[src/rtl/aeses_uart_seq.sv]
// ---------------------------------------------------------------------------
// aeses_uart_seq
//   Byte-level protocol sequencer between a UART and an AES-256 core.
//   Collects KEY_BYTES key bytes and loads the key once. After that it loops:
//   collect BLK_BYTES block bytes, start the core, wait for the result, and
//   stream the BLK_BYTES result bytes back out of the UART transmitter.
//   Byte 0 on the wire is always the most significant byte.
//
// Ports
//   clk, rst      system clock, synchronous active-high reset
//   rx_valid_i    1-cycle strobe, rx_data_i holds a received byte
//   rx_data_i     received byte
//   tx_busy_i     UART transmitter busy
//   tx_start_o    1-cycle strobe, transmit tx_data_o
//   tx_data_o     byte to transmit (held between strobes)
//   key_o         assembled key, byte 0 in the top byte lane
//   key_load_o    1-cycle strobe, core samples key_o
//   blk_o         assembled block, byte 0 in the top byte lane
//   aes_start_o   1-cycle strobe, core starts on blk_o
//   aes_done_i    1-cycle strobe, aes_res_i valid (only honoured in WAIT)
//   aes_res_i     core result
//   state_o       current FSM state, exposed for LEDs and checkers
//   err_o         sticky receive-timeout flag
//
// Handshake: every *_start/*_load/*_done/rx_valid signal is a single-cycle
// strobe with no back-pressure; the only flow control is tx_busy_i, and a new
// tx_start_o is never issued in the cycle right after a previous one so the
// transmitter gets one cycle to raise busy.
// ---------------------------------------------------------------------------
module aeses_uart_seq #(
  parameter int KEY_BYTES  = 32,
  parameter int BLK_BYTES  = 16,
  parameter int RX_TIMEOUT = 1000000
) (
  input  logic                   clk,
  input  logic                   rst,
  input  logic                   rx_valid_i,
  input  logic [7:0]             rx_data_i,
  input  logic                   tx_busy_i,
  output logic                   tx_start_o,
  output logic [7:0]             tx_data_o,
  output logic [8*KEY_BYTES-1:0] key_o,
  output logic                   key_load_o,
  output logic [8*BLK_BYTES-1:0] blk_o,
  output logic                   aes_start_o,
  input  logic                   aes_done_i,
  input  logic [8*BLK_BYTES-1:0] aes_res_i,
  output logic [2:0]             state_o,
  output logic                   err_o
);

  localparam int CW = $clog2(KEY_BYTES);
  localparam int TW = $clog2(RX_TIMEOUT + 1);

  localparam logic [CW-1:0] KEY_LAST = CW'(KEY_BYTES - 1);
  localparam logic [CW-1:0] BLK_LAST = CW'(BLK_BYTES - 1);
  localparam logic [TW-1:0] TMR_LAST = TW'(RX_TIMEOUT - 1);

  localparam logic [2:0] S_KEY_RX   = 3'd0;
  localparam logic [2:0] S_KEY_LOAD = 3'd1;
  localparam logic [2:0] S_BLK_RX   = 3'd2;
  localparam logic [2:0] S_START    = 3'd3;
  localparam logic [2:0] S_WAIT     = 3'd4;
  localparam logic [2:0] S_TX       = 3'd5;
  localparam logic [2:0] S_TX_DRAIN = 3'd6;

  logic [2:0]             state_q,     state_d;
  logic [CW-1:0]          cnt_q,       cnt_d;
  logic [TW-1:0]          tmr_q,       tmr_d;
  logic [8*KEY_BYTES-1:0] key_q,       key_d;
  logic [8*BLK_BYTES-1:0] blk_q,       blk_d;
  logic [8*BLK_BYTES-1:0] txsr_q,      txsr_d;
  logic [7:0]             tx_data_q,   tx_data_d;
  logic                   tx_start_q,  tx_start_d;
  logic                   key_load_q,  key_load_d;
  logic                   aes_start_q, aes_start_d;
  logic                   err_q,       err_d;

  always_comb begin
    state_d     = state_q;
    cnt_d       = cnt_q;
    tmr_d       = '0;
    key_d       = key_q;
    blk_d       = blk_q;
    txsr_d      = txsr_q;
    tx_data_d   = tx_data_q;
    tx_start_d  = 1'b0;
    key_load_d  = 1'b0;
    aes_start_d = 1'b0;
    err_d       = err_q;

    case (state_q)
      S_KEY_RX, S_BLK_RX: begin
        if (rx_valid_i) begin
          // Shift in from the LSB end so the first byte ends up on top.
          if (state_q == S_KEY_RX) begin
            key_d = {key_q[8*KEY_BYTES-9:0], rx_data_i};
            if (cnt_q == KEY_LAST) begin
              cnt_d      = '0;
              key_load_d = 1'b1;
              state_d    = S_KEY_LOAD;
            end else begin
              cnt_d = cnt_q + CW'(1);
            end
          end else begin
            blk_d = {blk_q[8*BLK_BYTES-9:0], rx_data_i};
            if (cnt_q == BLK_LAST) begin
              cnt_d   = '0;
              state_d = S_START;
            end else begin
              cnt_d = cnt_q + CW'(1);
            end
          end
        end else if (cnt_q != '0) begin
          // Idle mid-frame: drop the partial frame once the timer expires.
          if (tmr_q == TMR_LAST) begin
            err_d = 1'b1;
            cnt_d = '0;
          end else begin
            tmr_d = tmr_q + TW'(1);
          end
        end
      end
      S_KEY_LOAD: begin
        cnt_d   = '0;
        state_d = S_BLK_RX;
      end
      S_START: begin
        aes_start_d = 1'b1;
        state_d     = S_WAIT;
      end
      S_WAIT: begin
        if (aes_done_i) begin
          txsr_d  = aes_res_i;
          cnt_d   = '0;
          state_d = S_TX;
        end
      end
      S_TX: begin
        // tx_start_q guard gives the UART one cycle to raise busy.
        if (!tx_busy_i && !tx_start_q) begin
          tx_start_d = 1'b1;
          tx_data_d  = txsr_q[8*BLK_BYTES-1 -: 8];
          txsr_d     = {txsr_q[8*BLK_BYTES-9:0], 8'h00};
          if (cnt_q == BLK_LAST) begin
            cnt_d   = '0;
            state_d = S_TX_DRAIN;
          end else begin
            cnt_d = cnt_q + CW'(1);
          end
        end
      end
      S_TX_DRAIN: begin
        // Same guard: busy may not be visible yet right after the last strobe.
        if (!tx_busy_i && !tx_start_q) begin
          state_d = S_BLK_RX;
        end
      end
      default: begin
        state_d = S_KEY_RX;
        cnt_d   = '0;
      end
    endcase
  end

  always_ff @(posedge clk) begin
    if (rst) begin
      state_q     <= S_KEY_RX;
      cnt_q       <= '0;
      tmr_q       <= '0;
      key_q       <= '0;
      blk_q       <= '0;
      txsr_q      <= '0;
      tx_data_q   <= '0;
      tx_start_q  <= 1'b0;
      key_load_q  <= 1'b0;
      aes_start_q <= 1'b0;
      err_q       <= 1'b0;
    end else begin
      state_q     <= state_d;
      cnt_q       <= cnt_d;
      tmr_q       <= tmr_d;
      key_q       <= key_d;
      blk_q       <= blk_d;
      txsr_q      <= txsr_d;
      tx_data_q   <= tx_data_d;
      tx_start_q  <= tx_start_d;
      key_load_q  <= key_load_d;
      aes_start_q <= aes_start_d;
      err_q       <= err_d;
    end
  end

  assign tx_start_o  = tx_start_q;
  assign tx_data_o   = tx_data_q;
  assign key_o       = key_q;
  assign key_load_o  = key_load_q;
  assign blk_o       = blk_q;
  assign aes_start_o = aes_start_q;
  assign state_o     = state_q;
  assign err_o       = err_q;

endmodule

[config.mk]
export PLATFORM = sky130hd
export DESIGN_NAME = aeses_uart_seq
export DESIGN_NICKNAME = d
export VERILOG_FILES = /design/src/rtl/aeses_uart_seq.sv
export SDC_FILE = /design/constraint.sdc
export NUM_CORES = 1
export LEC_CHECK = 0
export ABC_AREA = 1
export CAP_MARGIN = 25
export CORE_MARGIN = 10
export CORE_UTILIZATION = 30
export CTS_CLUSTER_SIZE = 10
export DETAILED_ROUTE_END_ITERATION = 6
export SLEW_MARGIN = 20
export SYNTH_ARGS = -nofsm -noshare
export SYNTH_HDL_FRONTEND = slang
export SYNTH_SLANG_ARGS = --single-unit
export TNS_END_PERCENT = 100
[constraint.sdc]
create_clock -name clk -period 2.9 [get_ports clk]
set_input_delay 0.29 -clock clk [delete_from_list [all_inputs] [get_ports clk]]
set_output_delay 0.29 -clock clk [all_outputs]
set_load 0.02 [all_outputs]
==> impl_results.md, run 1 <==
* Outcome: finished with violations
* Failing checks: DRC
* Mapped Nets at 2811
* CP Cell Sequence: clkdlybuf4s50_1
* Crit path DAT at 1.90 ns
* I/O pins at 540
* # rows at 95
* #FFs+latches synth at 552
* Seq pwr share at 46.3%
* Startpoint class of the critical path: register
* CP required at 2.61 ns
* Final period utilization at 75.64%
* Synthesized area per cell at 7.705 µm²
* Crit-path max FO at 9
* H-tree depth at 3
* Finish-stage setup viols at 0
* CP max stage delay at 0.71 ns
* Die H at 281.6 µm
* CORE AREA at 0.06751 mm²
* Switching pwr at 4452 µW
* CTS buffer count at 67
* Port Buffers at 539
* Simple-Gate Fraction of Synth Area at 17.96%
* Static leakage at 0.01076 µW
* Vias at 18844
* HPWL Detailed at 51120 µm
* Die width at 281.6 µm
* XOR/XNOR share of the synthesized area at 0.4694%
* Internal Power at 12920 µW
* CTS tree: done
* Critical-path top delay cell: clkdlybuf4s50_1
* Clock power share at 43.8%
* Post-CTS setup buffers at 0
* Initial DRC count at 1465
* Nets@finish at 3256
* Initial antenna violation count at 32
* Post-cts sizing count at 0
* Max cap viols at 0
* First-pass GRT wire length at 109400 µm
* Syn Inst Count at 2664
* Switching share of power at 25.63%
* CP Class: reg -> out
* Power after layout at 17370 µW
* Commonest non-fill, non-tap cell in the layout: nor2_1
* Complex-gate fraction of the synthesized area at 20.07%
* Clock sinks at 552
* Fin Setup TNS at 0 ns
* WHS Path Cells at 3
* # fillers at 6927
* R2R setup slack at 0.78 ns
* Worst slew pin tran at 0.7129 ns
* HP Class: in -> reg
* Most frequent cells in the layout: nor2_1, dfxtp_1, clkdlybuf4s50_1
* Critical Path Start: state_o[0]
* Routability congestion estimate from global placement at 0.8366
* Die ar. at 0.07928 mm²
* CTS clk-pin slew, worst paths at 0.05 ns
* Via/cell ratio at 4.679
* CTS max path bufs at 3
* Adder-Cell Fraction of Synth Area at 0.3657%
* Max VDD drop at 0.0004018 V
* Worst r2r path cells at 7
* Starting Density at 30.40%
* Crit end category: output port
* Drc violations at 11
* Worst setup endpoint: state_o[0]
* Crit path buf inv count at 1
* Synth cell types at 30
* Fin. Hold Viols at 0
* Finished Cell Area at 0.02859 mm²
* Share of total power in combinational logic at 9.9%
* CTS Hold Bufs at 0
* Largest family of logic cells by synthesized area: compound AO/OA/AOI/OAI gates
* RR Endpoint: key_o[148]
* Critical path depth at 1
* GRT overflow at 0
* Area growth syn-to-layout at 39.31%
* Mux cell area share after synthesis at 0%
* Tot GR Track Use at 17.55%
* Min Tclk post-route at 2.193 ns
* RSZ-0062 raised after global routing: false
* Pwr dens at 607.5 mW/mm²
* Reg2reg start: state_o[0]
* Netlist Area Pre-Place at 0.02053 mm²
* Per-cell routed wire length at 18.13 µm
* Final wirelength at 73000 µm
* Clock skew at 0.01746 ns
* Max-slew violation count at 0
* Clk_lat worst skew at 0.61 ns
* Syn. warnings at 0
* Cell Area, Placed at 0.02665 mm²
* Final core utilization at 42.35%
* Root Buffer: clkbuf_16
* ANT nets after route at 0
* Max Clk Rate at 455.9 MHz
* Drt first pass iters at 7
* Slew margin rel. at 52.47%
* Vias in the first global route at 17689
* Largest net degree at the start of global routing at 123
* Seq/Total Area, Yosys at 53.84%
* Share of post-route cells with drive strength above 1 at 4.277%
* Min-delay src: aes_res_i[59]
* Crit-path leading delay family: buffers and inverters
[state kept, by name (all words and copies together), names as in the netlist]
name,count
key_o,256
blk_o,128
txsr_q,128
tmr_q,20
tx_data_o,8
cnt_q,5
state_o,3
aes_start_o,1
err_o,1
key_load_o,1
tx_start_o,1
[power by group through the flow]
stage | combinational (µW) | sequential [µW] | clock (µW)
2_1_floorplan | 560 | 8440 | 0
4_1_cts | 1740 | 8040 | 7850
6_report | 1720 | 8040 | 7610
3_3_place_gp | 1730 | 8200 | 0
3_5_place_dp | 1730 | 8200 | 0
5_1_grt | 1880 | 8070 | 8130
[through the flow]
step | hold slack [ns] | cells | worst slack (ns)
CTS | 0.2135 | 4006 | 0.6576
detailed placement | 0.4357 | 3913 | 0.6641
finish | 0.2534 | 4027 | 0.7066
global placement | 0.4339 | 3913 | 0.6911
global route | 0.2364 | 4020 | 0.5404
floorplan | 0.3687 | 2664 | 1.263
[how the worst min path moves through the flow]
stage,to,slack [ns]
final,txsr_q[59],0.25
after CTS,txsr_q[59],0.21
after detailed placement,blk_o[124],0.44
after floorplan,key_load_o,0.37
after global routing,txsr_q[40],0.24
after global placement,blk_o[127],0.43
[cells in the mapped netlist]
cell type | count | share of area (%)
nor2_1 | 591 | 11
dfxtp_1 | 552 | 54
o21ai_0 | 439 | 11
nand2_1 | 302 | 5.5
inv_1 | 156 | 2.9
a21oi_1 | 143 | 3.5
a31oi_1 | 120 | 3.7
clkbuf_1 | 113 | 2.1
o21ai_1 | 76 | 1.9
buf_2 | 72 | 1.8
nand3_1 | 23 | 0.56
nor3_1 | 10 | 0.24
a22oi_1 | 8 | 0.29
buf_6 | 8 | 0.44
ha_1 | 6 | 0.37
xor2_1 | 6 | 0.26
nand4_1 | 5 | 0.15
or2_2 | 5 | 0.15
xnor2_1 | 5 | 0.21
nor2_4 | 4 | 0.22
buf_1 | 3 | 0.055
inv_2 | 3 | 0.055
nand2_2 | 3 | 0.091
clkinv_1 | 2 | 0.037
nor2_2 | 2 | 0.061
nor4_1 | 2 | 0.061
o21a_1 | 2 | 0.073
buf_4 | 1 | 0.037
nand2_4 | 1 | 0.055
nor3b_1 | 1 | 0.037
[layer usage]
| metal | share of wire [%] | vias to the layer above | track usage [%] | routed length (µm) |
|---|---|---|---|---|
| li1 | - | 9634 | - | - |
| met1 | 42 | 8532 | 21.65 | 30980 |
| met2 | 46 | 499 | 27.68 | 33920 |
| met3 | 7.7 | 147 | 6.125 | 5653 |
| met4 | 3.1 | 32 | 6.924 | 2231 |
| met5 | 0.29 | - | 0 | 214 |
[kinds of logic (layout without fill, tap and decap cells)]
group | after synthesis | in the layout
xor+xnor | 11 | 11
simple gates | 949 | 949
compound gates | 788 | 788
other cells | 0 | 21
fa+ha+maj | 6 | 6
flops | 552 | 552
buf+inv | 358 | 827
[area by class of cell]
| type | count | area, µm² | share of cell area [%] |
|---|---|---|---|
| clock inverters | 9 | 122.6 | 0.4288 |
| multi-input cells | 1754 | 7998 | 27.97 |
| well taps | 873 | 1092 | 3.820 |
| diodes | 21 | 52.55 | 0.1838 |
| repair buffers | 573 | 5888 | 20.59 |
| inverters | 161 | 619.3 | 2.166 |
| clock buffers | 84 | 1770 | 6.192 |
| flip-flops and latches | 552 | 11050 | 38.65 |
Power figures use the tool's default switching activity.
==> run 2, diff against run 1 <==
==> constraint.sdc (replaced) <==
create_clock -name clk -period 2.2 [get_ports clk]
set_input_delay 0.22 -clock clk [delete_from_list [all_inputs] [get_ports clk]]
set_output_delay 0.22 -clock clk [all_outputs]
set_load 0.02 [all_outputs]
==> impl_results.md, run 2 (same netlist as run 1, synthesis figures left out) <==
* Max Clk Rate at 499.6 MHz
* Starting Density at 30.40% (unchanged)
* ANT nets after route at 0 (unchanged)
* Crit end category: output port
* Place WS at 0.2291 ns (-0.4349 ns)
* Post-CTS setup buffers at 0 (unchanged)
* Max-slew violation count at 0 (unchanged)
* Startpoint class of the critical path: register
* Fin. Hold Viols at 0 (unchanged)
* Die H at 281.6 µm (unchanged)
* Nets@finish at 3289 (+1.0%)
* H-tree depth at 3 (unchanged)
* Worst setup endpoint: state_o[0]
* HPWL Detailed at 53080 µm (+3.8%)
* Static leakage at 0.01097 µW (+2.0%)
* Clk_lat worst skew at 0.60 ns (about the same)
* Drt first pass iters at 6 (-1)
* Vias in the first global route at 18107 (+2.4%)
* Critical-path top delay cell: clkdlybuf4s50_1
* R2R setup slack at 0.31 ns (-0.47 ns)
* Final core utilization at 42.86% (+0.51 points)
* Final period utilization at 90.99%
* Crit path buf inv count at 1 (unchanged)
* Final wirelength at 73470 µm (+0.65%)
* Pwr dens at 801.9 mW/mm² (+32%)
* Reg2reg start: state_o[0]
* Max VDD drop at 0.0005648 V (+41%)
* Final worst slack at 0.1982 ns (-0.5083 ns)
* Slew margin rel. at 55.46% (+3.0 points)
* CP max stage delay at 0.68 ns (-0.03 ns)
* Routability congestion estimate from global placement at 0.8265 (-1.2%)
* Tot GR Track Use at 17.72% (+0.18 points)
* Worst slew pin tran at 0.6682 ns (-0.04477 ns)
* Outcome: completed
* Initial DRC count at 1224 (-16%)
* Min-delay src: aes_res_i[35]
* Die ar. at 0.07928 mm² (unchanged)
* Worst r2r path cells at 7 (unchanged)
* CP required at 1.98 ns (-0.63 ns)
* Finish-stage setup viols at 0 (unchanged)
* Port Buffers at 539 (unchanged)
* Critical Path Start: state_o[0]
* First-pass GRT wire length at 110500 µm (+1.0%)
* Drc violations at 0 (-11)
* Clock skew at 0.01706 ns (-0.0003969 ns)
* Multi-input gate area at 0.007998 mm² (unchanged)
* CTS buffer count at 68 (+1.5%)
* # rows at 95 (unchanged)
* Finished Cell Area at 0.02894 mm² (+1.2%)
* Area growth syn-to-layout at 40.97%
* I/O pins at 540 (unchanged)
* Initial antenna violation count at 18 (-44%)
* Critical path depth at 1 (unchanged)
* Max cap viols at 0 (unchanged)
* Crit-path leading delay family: buffers and inverters
* HP Class: in -> reg
* # fillers at 6876 (-0.74%)
* CTS Hold Bufs at 0 (unchanged)
* CP Class: reg -> out
* GRT overflow at 0 (unchanged)
* Most frequent cells in the layout: nor2_1, dfxtp_1, clkdlybuf4s50_1
* Via/cell ratio at 4.684 (+0.10%)
* Commonest non-fill, non-tap cell in the layout: nor2_1
* Largest net degree at the start of global routing at 96 (-22%)
* Max reg flops at 256 (unchanged)
* RSZ-0062 raised after global routing: false
* Vias at 18971 (+0.67%)
* RR Endpoint: key_o[167]
* Share of post-route cells with drive strength above 1 at 5.403% (+1.1 points)
* Root Buffer: clkbuf_16
* Clock sinks at 552 (unchanged)
* CTS max path bufs at 3 (unchanged)
* Post-cts sizing count at 0 (unchanged)
* CORE AREA at 0.06751 mm² (unchanged)
* Power after layout at 23200 µW (+34%)
* Min Tclk post-route at 2.002 ns
* Cell Area, Placed at 0.02694 mm² (+1.1%)
* Crit-path max FO at 5 (-4)
* Crit path DAT at 1.78 ns (-0.12 ns)
* Per-cell routed wire length at 18.14 µm (about the same)
* Die width at 281.6 µm (unchanged)
* CTS clk-pin slew, worst paths at 0.05 ns (about the same)
* CTS tree: done
* CP Cell Sequence: clkdlybuf4s50_1
* Register area at 0.01105 mm² (unchanged)
* Fin Setup TNS at 0 ns (unchanged)
==> run 2: layout make-up <==
type | instances | area share [%]
clock inverter | 13 | 0.6573
multi-input combinational | 1754 | 27.64
clock buffer | 80 | 6.140
timing repair buffer | 605 | 21.35
sequential | 552 | 38.19
antenna | 12 | 0.1038
inverter | 161 | 2.140
tap | 873 | 3.775
==> run 2: per-stage QoR <==
step                      std cells  hold WS (ns)
after floorplan                2664        0.2987
after global placement         3945        0.4316
after detailed placement       3945        0.4350
after CTS                      4038        0.1420
after global routing           4046        0.1606
final                          4050        0.1845
==> run 2: how the worst min path moves through the flow <==
stage | end | slack (ns) | cells past startpoint
4_1_cts | txsr_q[35] | 0.14 | 3
5_1_grt | txsr_q[35] | 0.16 | 3
6_report | txsr_q[35] | 0.18 | 3
2_1_floorplan | key_load_o | 0.30 | 1
3_5_place_dp | blk_o[124] | 0.43 | 2
3_3_place_gp | blk_o[123] | 0.43 | 2
==> run 2: power breakdown <==
group | internal [µW] | switching, µW
registers | 10300 | 270
logic | 1050 | 1260
clock network | 5960 | 4330
total | 17300 | 5870
==> run 2: layer usage <==
metal	GRT usage (%)	up-vias	wire, µm
met5	0	-	98
met4	6.129	16	1797
met3	5.762	111	5159
met2	28.73	445	34530
met1	21.82	8674	31880
li1	-	9725	-
